## src/rtl/tim_cc_array.sv

```systemverilog
// Capture/compare array for the general-purpose timer: one input-capture / output-compare slice per channel.
// Optional input glitch filter is enabled by defining TIM_ICFILT_EN.
module tim_cc_array #(
  parameter int NUM_CH    = 4,
  parameter int CNT_WIDTH = 32,
  parameter int CCR_WIDTH = 32
) (
  input  logic                          clk_i,
  input  logic                          aresetn_i,
  input  logic [CNT_WIDTH-1:0]          cnt_i,
  input  logic                          dir_i,
  input  logic                          uev_i,
  input  logic [NUM_CH-1:0]             ti_i,
  input  logic [2*NUM_CH-1:0]           ccs_i,
  input  logic [NUM_CH-1:0]             ccp_i,
  input  logic [NUM_CH-1:0]             ccnp_i,
  input  logic [2*NUM_CH-1:0]           icps_i,
  input  logic [4*NUM_CH-1:0]           icf_i,
  input  logic [3*NUM_CH-1:0]           ocm_i,
  input  logic [NUM_CH-1:0]             ocpe_i,
  input  logic [NUM_CH-1:0]             cce_i,
  input  logic [NUM_CH-1:0]             ccg_i,
  input  logic [NUM_CH-1:0]             ccr_wr_i,
  input  logic [CCR_WIDTH-1:0]          ccr_wdata_i,
  input  logic [NUM_CH-1:0]             ccif_clr_i,
  input  logic [NUM_CH-1:0]             ccof_clr_i,
  output logic [NUM_CH*CCR_WIDTH-1:0]   ccr_o,
  output logic [NUM_CH-1:0]             ccif_o,
  output logic [NUM_CH-1:0]             ccof_o,
  output logic [NUM_CH-1:0]             oc_ref_o,
  output logic [NUM_CH-1:0]             oc_o
);

  logic [NUM_CH-1:0] sync1_r;
  logic [NUM_CH-1:0] sync2_r;

  // Two-flop synchroniser for the asynchronous channel inputs.
  always_ff @(posedge clk_i or negedge aresetn_i) begin
    if (!aresetn_i) begin
      sync1_r <= '0;
      sync2_r <= '0;
    end else begin
      sync1_r <= ti_i;
      sync2_r <= sync1_r;
    end
  end

`ifndef TIM_ICFILT_EN
  logic unused_icf_s;
  assign unused_icf_s = ^icf_i;
`endif

  for (genvar g = 0; g < NUM_CH; g++) begin : g_ch
    localparam int NB_RAW = g ^ 1;
    localparam int NB     = (NB_RAW >= NUM_CH) ? g : NB_RAW;

    logic [1:0]           ccs_s;
    logic [2:0]           ocm_s;
    logic                 in_mode_s;
    logic                 out_mode_s;
    logic                 sel_s;
    logic                 filt_s;
    logic                 rise_s;
    logic                 fall_s;
    logic                 evt_s;
    logic                 psc_run_s;
    logic [2:0]           div_m1_s;
    logic                 strobe_s;
    logic                 cap_s;
    logic                 set_s;
    logic                 match_s;
    logic                 pwm_s;
    logic                 ref_nxt_s;
    logic [CCR_WIDTH-1:0] cnt_ext_s;

    logic                 hist_r;
    logic [2:0]           psc_r;
    logic [CCR_WIDTH-1:0] ccr_r;
    logic [CCR_WIDTH-1:0] act_r;
    logic                 match_r;
    logic                 ref_r;
    logic                 oc_r;
    logic                 ccif_r;
    logic                 ccof_r;

    assign ccs_s      = ccs_i[2*g +: 2];
    assign ocm_s      = ocm_i[3*g +: 3];
    assign in_mode_s  = (ccs_s == 2'b01) || (ccs_s == 2'b10);
    assign out_mode_s = (ccs_s == 2'b00);
    assign sel_s      = (ccs_s == 2'b10) ? sync2_r[NB] : sync2_r[g];
    assign cnt_ext_s  = CCR_WIDTH'(cnt_i);

`ifdef TIM_ICFILT_EN
    logic [3:0] icf_s;
    logic [3:0] fcnt_r;
    logic       fval_r;

    assign icf_s = icf_i[4*g +: 4];

    // Filtered level only follows the input after it has differed for icf cycles in a row.
    always_ff @(posedge clk_i or negedge aresetn_i) begin
      if (!aresetn_i) begin
        fcnt_r <= 4'd0;
        fval_r <= 1'b0;
      end else if (icf_s == 4'd0) begin
        fcnt_r <= 4'd0;
        fval_r <= sel_s;
      end else if (sel_s == fval_r) begin
        fcnt_r <= 4'd0;
      end else if (fcnt_r == (icf_s - 4'd1)) begin
        fcnt_r <= 4'd0;
        fval_r <= sel_s;
      end else begin
        fcnt_r <= fcnt_r + 4'd1;
      end
    end

    assign filt_s = (icf_s == 4'd0) ? sel_s : fval_r;
`else
    assign filt_s = sel_s;
`endif

    assign rise_s = filt_s & ~hist_r;
    assign fall_s = ~filt_s & hist_r;

    always_comb begin
      evt_s = 1'b0;
      case ({ccp_i[g], ccnp_i[g]})
        2'b10:   evt_s = fall_s;
        2'b11:   evt_s = rise_s | fall_s;
        default: evt_s = rise_s;
      endcase
    end

    always_comb begin
      div_m1_s = 3'd0;
      case (icps_i[2*g +: 2])
        2'b01:   div_m1_s = 3'd1;
        2'b10:   div_m1_s = 3'd3;
        2'b11:   div_m1_s = 3'd7;
        default: div_m1_s = 3'd0;
      endcase
    end

    assign psc_run_s = cce_i[g] & in_mode_s;
    assign strobe_s  = psc_run_s & evt_s & (psc_r == div_m1_s);
    // Software capture bypasses both the prescaler and the channel enable.
    assign cap_s     = in_mode_s & (strobe_s | ccg_i[g]);
    assign match_s   = out_mode_s & (cnt_ext_s == act_r);
    assign set_s     = cap_s | (out_mode_s & ((match_s & ~match_r) | ccg_i[g]));
    assign pwm_s     = dir_i ? (cnt_ext_s <= act_r) : (cnt_ext_s < act_r);

    always_comb begin
      ref_nxt_s = ref_r;
      if (out_mode_s) begin
        case (ocm_s)
          3'b001:  ref_nxt_s = match_s ? 1'b1 : ref_r;
          3'b010:  ref_nxt_s = match_s ? 1'b0 : ref_r;
          3'b011:  ref_nxt_s = (match_s & ~match_r) ? ~ref_r : ref_r;
          3'b100:  ref_nxt_s = 1'b0;
          3'b101:  ref_nxt_s = 1'b1;
          3'b110:  ref_nxt_s = pwm_s;
          3'b111:  ref_nxt_s = ~pwm_s;
          default: ref_nxt_s = ref_r;
        endcase
      end else begin
        ref_nxt_s = ref_r;
      end
    end

    // Slice state: edge history, prescaler, CCR/active CCR, reference and flags.
    always_ff @(posedge clk_i or negedge aresetn_i) begin
      if (!aresetn_i) begin
        hist_r  <= 1'b0;
        psc_r   <= 3'd0;
        ccr_r   <= '0;
        act_r   <= '0;
        match_r <= 1'b0;
        ref_r   <= 1'b0;
        oc_r    <= 1'b0;
        ccif_r  <= 1'b0;
        ccof_r  <= 1'b0;
      end else begin
        hist_r <= filt_s;
        if (!psc_run_s) begin
          psc_r <= 3'd0;
        end else if (strobe_s) begin
          psc_r <= 3'd0;
        end else if (evt_s) begin
          psc_r <= psc_r + 3'd1;
        end
        if (cap_s) begin
          ccr_r <= cnt_ext_s;
        end else if (out_mode_s && ccr_wr_i[g]) begin
          ccr_r <= ccr_wdata_i;
        end
        // Active CCR copies the pre-edge CCR, so a write coinciding with uev is not yet seen.
        if (out_mode_s && (!ocpe_i[g] || uev_i)) begin
          act_r <= ccr_r;
        end
        match_r <= match_s;
        ref_r   <= ref_nxt_s;
        oc_r    <= cce_i[g] & (ref_nxt_s ^ ccp_i[g]);
        if (set_s) begin
          ccif_r <= 1'b1;
        end else if (ccif_clr_i[g]) begin
          ccif_r <= 1'b0;
        end
        if (cap_s && ccif_r && !ccif_clr_i[g]) begin
          ccof_r <= 1'b1;
        end else if (ccof_clr_i[g]) begin
          ccof_r <= 1'b0;
        end
      end
    end

    assign ccr_o[g*CCR_WIDTH +: CCR_WIDTH] = ccr_r;
    assign ccif_o[g]   = ccif_r;
    assign ccof_o[g]   = ccof_r;
    assign oc_ref_o[g] = ref_r;
    assign oc_o[g]     = oc_r;
  end

endmodule
```

## config.mk

```make
export PLATFORM = sky130hd
export DESIGN_NAME = tim_cc_array
export DESIGN_NICKNAME = d
export VERILOG_FILES = /design/src/rtl/tim_cc_array.sv
export SDC_FILE = /design/constraint.sdc
export NUM_CORES = 1
export LEC_CHECK = 0
export BUFFER_PORTS_ARGS = -buffer_cell sky130_fd_sc_hd__buf_2
export CAP_MARGIN = 10
export CORE_MARGIN = 8
export CORE_UTILIZATION = 24
export DETAILED_ROUTE_END_ITERATION = 10
export PLACE_DENSITY = 0.39
export RECOVER_POWER = 25
export SLEW_MARGIN = 20
export SYNTH_ARGS = -nofsm -noshare
export SYNTH_HDL_FRONTEND = slang
export SYNTH_SLANG_ARGS = --single-unit
```

## constraint.sdc

```tcl
create_clock -name clk_i -period 6.2 [get_ports clk_i]
set_input_delay 0.31 -clock clk_i [delete_from_list [all_inputs] [get_ports clk_i]]
set_output_delay 0.31 -clock clk_i [all_outputs]
set_load 0.02 [all_outputs]
```

After elaboration in Yosys (flattened, before gate mapping):

Index checks and enable logic that the tools add are counted.

* input port bits: 148
* bits in registers: 300
* output and inout bits: 144
* logic and storage cells: 318

* add/subtract/negate cells: 4
* equal/unequal tests: 68
* magnitude comparators: 8
* bitwise logic cells: 80
* multiplexer cells: 72
* reduce and logical (&&, ||, !) cells: 48

Operator list (count)
* two-way mux 32 bit: 8
* == test 32 bit: 4
* <= comparator 32 bit: 4
* < comparator 32 bit: 4
* == test 3 bit (second input constant): 16
* bitwise AND 1 bit: 40
* == test 2 bit (second input constant): 20
* two-way mux 1 bit: 40
* two-way mux 3 bit: 12
* case mux 3 bit (3 select lines): 4
* case mux 1 bit (7 select lines): 4
* == test 3 x 2 -> 1 bit (second input constant): 8
* nonzero test 2 bit: 12
* NOT 1 bit: 20
* == test 2 x 1 -> 1 bit (second input constant): 8
* logical AND 1 bit: 16
* bitwise OR 1 bit: 16
* adder 3 x 1 -> 3 bit (second input constant): 4
* == test 3 x 1 -> 1 bit (second input constant): 4
* == test 3 bit: 4
* != test 3 x 2 -> 1 bit (second input constant): 4
* zero test 1 bit: 8
* zero test 2 bit: 4
* logical OR 1 bit: 8
* 2 further kinds: 8

Logic depth before layout (Yosys ltp):

* word-level depth: 13
* depth in mapped cells: 14
* gate-level depth less buffers: 12

Least setup slack after synthesis:

OpenSTA, ideal clock, no wires.

* kind: input to register
* start: input port ccs_i[2]
* end: register g_ch[1].ccr_r[10]
* data arrival time: 2.481 ns
* required time: 6.063 ns
* cell stages on the path: 13
* setup slack: 3.582 ns
* buffers on the path: 2
* library setup time: 0.137 ns
* path through: inv_1 > ha_1 > mux2_2 > inv_1 > ha_1 > or2_2 > a31oi_1 > nand2b_1 > a21oi_1 > o21ai_0 > clkbuf_1 > clkbuf_1 > a21oi_1

* word-level cells in the longest chain between the ends: 11
* elaborated cells on any way between the ends: 18
* those cells by class: eq/ne: 2; mux: 3; bitwise: 9; reduce/logical: 4

Ends and longest elaborated chain
* start: declaration: line 14 `input logic [2*NUM_CH-1:0] ccs_i,`
* == test 2 bit *: line 90 `assign sel_s = (ccs_s == 2'b10) ? sync2_r[NB] : sync2_r[g];`
* two-way mux 1 bit *: line 90
* via g_ch[1].filt_s: line 62 `logic filt_s;`
* NOT 1 bit: line 124 `assign fall_s = ~filt_s & hist_r;`
* bitwise AND 1 bit: line 124
* bitwise OR 1 bit: line 130 `2'b11: evt_s = rise_s | fall_s;`
* case mux 1 bit (2 select lines) *: line 128 `case ({ccp_i[g], ccnp_i[g]})`
* bitwise AND 1 bit * (2 in a row): line 146 `assign strobe_s = psc_run_s & evt_s & (psc_r == div_m1_s);`
* bitwise OR 1 bit *: line 148 `assign cap_s = in_mode_s & (strobe_s | ccg_i[g]);`
* bitwise AND 1 bit *: line 148
* two-way mux 32 bit or nonzero test 2 bit (tied branches)
* end signal: assignment: line 193 `ccr_r <= cnt_ext_s;`
* end signal: assignment: line 195 `ccr_r <= ccr_wdata_i;`
* end: declaration: line 78 `logic [CCR_WIDTH-1:0] ccr_r;`

Mark *: on every way through the listed nets, which the timed path passes. The rest lies on a longest branch.
A chain may end at the register's enable or synchronous reset.

Worst setup path in the final report:

* start: register g_ch[2].act_r[14]
* end: register g_ch[2].oc_r

* word-level cells in the longest chain between the ends: 8
* elaborated cells on any way between the ends: 14
* those cells by class: order compare: 2; eq/ne: 1; mux: 6; bitwise: 5

Ends and longest elaborated chain
* start: declaration: line 79 `logic [CCR_WIDTH-1:0] act_r;`
* start signal: assignment: line 199 `act_r <= ccr_r;`
* branches (longest 4 deep; another with < comparator 32 bit)
* case mux 1 bit (7 select lines) *: line 156 `case (ocm_s)`
* two-way mux 1 bit *: line 155 `if (out_mode_s) begin`
* XOR 1 bit *: line 203 `oc_r <= cce_i[g] & (ref_nxt_s ^ ccp_i[g]);`
* bitwise AND 1 bit *: line 203
* end signal: assignment: line 203
* end: declaration: line 82 `logic oc_r;`

Every way passes the cells marked *.

==> flow_metrics.tcl <==
set metrics [dict create \
    switching_power_mw 2.49 \
    num_rows 96 \
    worst-path-buf-inv 1 \
    cts_tree "yes" \
    ys_seq_area_frac 0.454 \
    synth_area_um2 16500 \
    p_seq_frac 0.381 \
    numClockSinks 300 \
    yosys-top-cells-area "dfrtp_1 (45%), ha_1 (11%), mux2_2 (9.2%)" \
    layout-drive-gt1-share 0.246 \
    required_ps 6680 \
    ios 292 \
    syn-num-nets 1907 \
    area_growth_pct 22.9 \
    timing.fmax_ghz 0.310 \
    cts_buffers 39 \
    async_reset_ff_frac 1.00 \
    dieArea_um2 77600 \
    io_buffers 275 \
    slew_headroom -0.789 \
    netlist.area_leader.share 0.454 \
    status "finished, violations left" \
    swShare 0.344 \
    drt_iter0_drc 686 \
    worstSetupStartpointType "flip-flop" \
    tightest_slew_ps 2680 \
    worstSetupPathType "flip-flop to flip-flop" \
    rsz0062_at_grt "false" \
    fin_hold_ws_ps 54.2 \
    setup_tns_ps 0 \
    synthTopCellsByCount "dfrtp_1 (300), a21oi_1 (192), inv_1 (161)" \
    final_core_util 0.297 \
    drt-vias-per-instance 4.56 \
    ant_nets 0 \
    setup_viol 0 \
    cap_violations 3 \
    clock_latency_ps 560 \
    p_per_area_nw_per_um2 355 \
    cts_root_buf "clkbuf_16" \
    final_max_slew_viol_count 99 \
    num_antenna_cells 0 \
    violations "capacitance limit, slew limit" \
    multi_input_area_um2 8190 \
    p_leak_nw 10.2 \
    cp_data_arrival_time_ps 3700 \
    synth_cell_types 46 \
    wirelength_um 59200 \
    synth_largest_area_cell "dfrtp_1" \
    cp-end-kind "flip-flop" \
    intPower_mw 4.73 \
    clockBufferDepth 3 \
    coreArea_um2 68500 \
    die_w_um 279 \
    cp_slowest_cell "nor4_1" \
    fill_cells 7164 \
    syn_area_per_cell_um2 10.3 \
    hold_viol 0 \
    synthCells 1611 \
    overflow 0 \
    wl_per_cell_um 21.2 \
    hpwl_um 43600 \
    worstPathMaxFanout 5 \
    yosysWarnings 0 \
    critPathTopFamily "simple AND/OR/NAND/NOR gates" \
    fin_skew_ps 28.9 \
    drc_errors 0 \
    min_period_ps 3220 \
    regArea_um2 7510 \
    die_h_um 279 \
    htreeDepth 2 \
    initial_core_util 0.242 \
    vias 12754 \
    gp_congestion 0.770 \
    crit_path_max_incr_delay_ps 720 \
    worstPathCellList "inv_1 > ha_1 > nand4_1 > nor4_1 > and3_1 > a21oi_1 > a221o_1 > or4b_4 > o211ai_2" \
    hold_class "input pin to flip-flop" \
    pwr-share-clk 0.330 \
    synth-edff-count 0 \
    vdd.ir_drop.worst_mv 0.178 \
    comb_power_share 0.289 \
    synth_ff_type "dfrtp_1" \
    grt_pass1_wl_um 88500 \
    grt_pass1_vias 13306 \
    period_share 0.520 \
    groute.usage.overall 0.150 \
    synth_most_common_cell "dfrtp_1" \
    cts_resized 0 \
    grt_max_degree 172 \
    grt_antenna_before_repair 1 \
    synth.ff_latch_count 300 \
    clk_pin_slew_ps 60 \
    dr.pass1.iters 5 \
    fin_nets 2179 \
]
==> per-stage QoR <==
step | power, mW | setup slack, ps | instances | cell area, µm²
after floorplan | 4.06 | 3580 | 1611 | 16500
after global placement | 4.87 | 2490 | 2712 | 18900
after detailed placement | 4.92 | 2750 | 2713 | 18900
after CTS | 7.37 | 2870 | 2795 | 20400
after global routing | 7.72 | 2790 | 2795 | 20300
final | 7.22 | 2980 | 2795 | 20300
==> power by group through the flow <==
stage	clock (mW)	combinational [mW]	sequential (mW)
4_1_cts	2.47	2.14	2.76
2_1_floorplan	0	1.20	2.86
3_3_place_gp	0	2.09	2.78
6_report	2.38	2.09	2.75
5_1_grt	2.55	2.35	2.82
3_5_place_dp	0	2.13	2.79
==> metal layers <==
layer | vias up | global-route usage | wire (µm) | share of wire
met4 | 0 | 0.0346 | 1000 | 0.017
met5 | - | 0 | 0 | 0
li1 | 6175 | - | - | -
met1 | 6316 | 0.199 | 27800 | 0.47
met3 | 56 | 0.0285 | 2410 | 0.041
met2 | 207 | 0.252 | 28000 | 0.47
==> worst paths after layout <==
path | start | cells past startpoint | end | slack [ps]
hold reg to reg | sync1_r[0] | 0 | sync2_r[0] | 350
setup / recovery | g_ch[2].act_r[14] | 9 | g_ch[2].oc_r | 2980
hold / removal | ccg_i[3] | 3 | g_ch[3].ccif_r | 50
min in group asynchronous | aresetn_i | 2 | g_ch[0].psc_r[2] | 340
setup reg to reg | g_ch[2].act_r[14] | 9 | g_ch[2].oc_r | 2980
max in group asynchronous | aresetn_i | 3 | g_ch[3].act_r[4] | 4440
==> what timing repair did <==
item | in CTS | in global routing
hold endpoints to repair | 77 | 0
hold buffers | 11 | 0
buffers inserted | 0 | 0
==> worst reg2reg max path: stages, from the launching register on <==
cell and delay [ps]:
dfrtp_1 340, inv_1 60, ha_1 300, nand4_1 240
nor4_1 720, and3_1 440, a21oi_1 120, a221o_1 320
or4b_4 520, o211ai_2 80
==> layout by cell type (no fill, tap or decap), types with 6 or more instances in the layout <==
cell,n
a31oi_1,8
nand3_1,29
mux2_2,131
and3_1,13
nor3_1,9
a221o_1,8
mux2i_1,131
nand4_1,24
a21oi_1,192
clkbuf_8,9
a21o_1,7
clkbuf_1,47
dlygate4sd3_1,11
clkinv_2,6
o211ai_1,7
and2_1,6
nor4_1,7
nor2b_1,13
dfrtp_1,300
buf_4,10
ha_1,148
o21ai_4,8
o21ai_0,45
a21boi_0,8
nand2_1,61
nor2_1,155
buf_2,241
clkbuf_16,40
inv_1,161
nand2b_1,15
==> registers in the layout, summed over array words and instances (netlist names) <==
name and count:
g_ch.act_r 128, g_ch.ccr_r 128, g_ch.psc_r 12, g_ch.ccif_r 4, g_ch.ccof_r 4, g_ch.hist_r 4, g_ch.match_r 4, g_ch.oc_r 4
g_ch.ref_r 4, sync1_r 4, sync2_r 4
==> kinds of logic (layout without fill, tap and decap cells) <==
group                    after synthesis  in the layout  synth area share
flip-flops                           300            300             0.454
multiplexers                         266            266             0.171
buffers and inverters                233            535            0.0571
AND/OR/NAND/NOR                      355            355             0.100
adder cells (fa/ha/maj)              148            148             0.112
AO/OA/AOI/OAI                        309            309             0.106
==> cell type report <==
class,instances,area share
Multi-Input combinational cell,1078,0.403
Sequential cell,300,0.369
Timing Repair Buffer,303,0.0781
Clock buffer,58,0.0570
Tap cell,882,0.0543
Inverter,161,0.0297
Clock inverter,13,0.00904
Power figures use the tool's default switching activity.
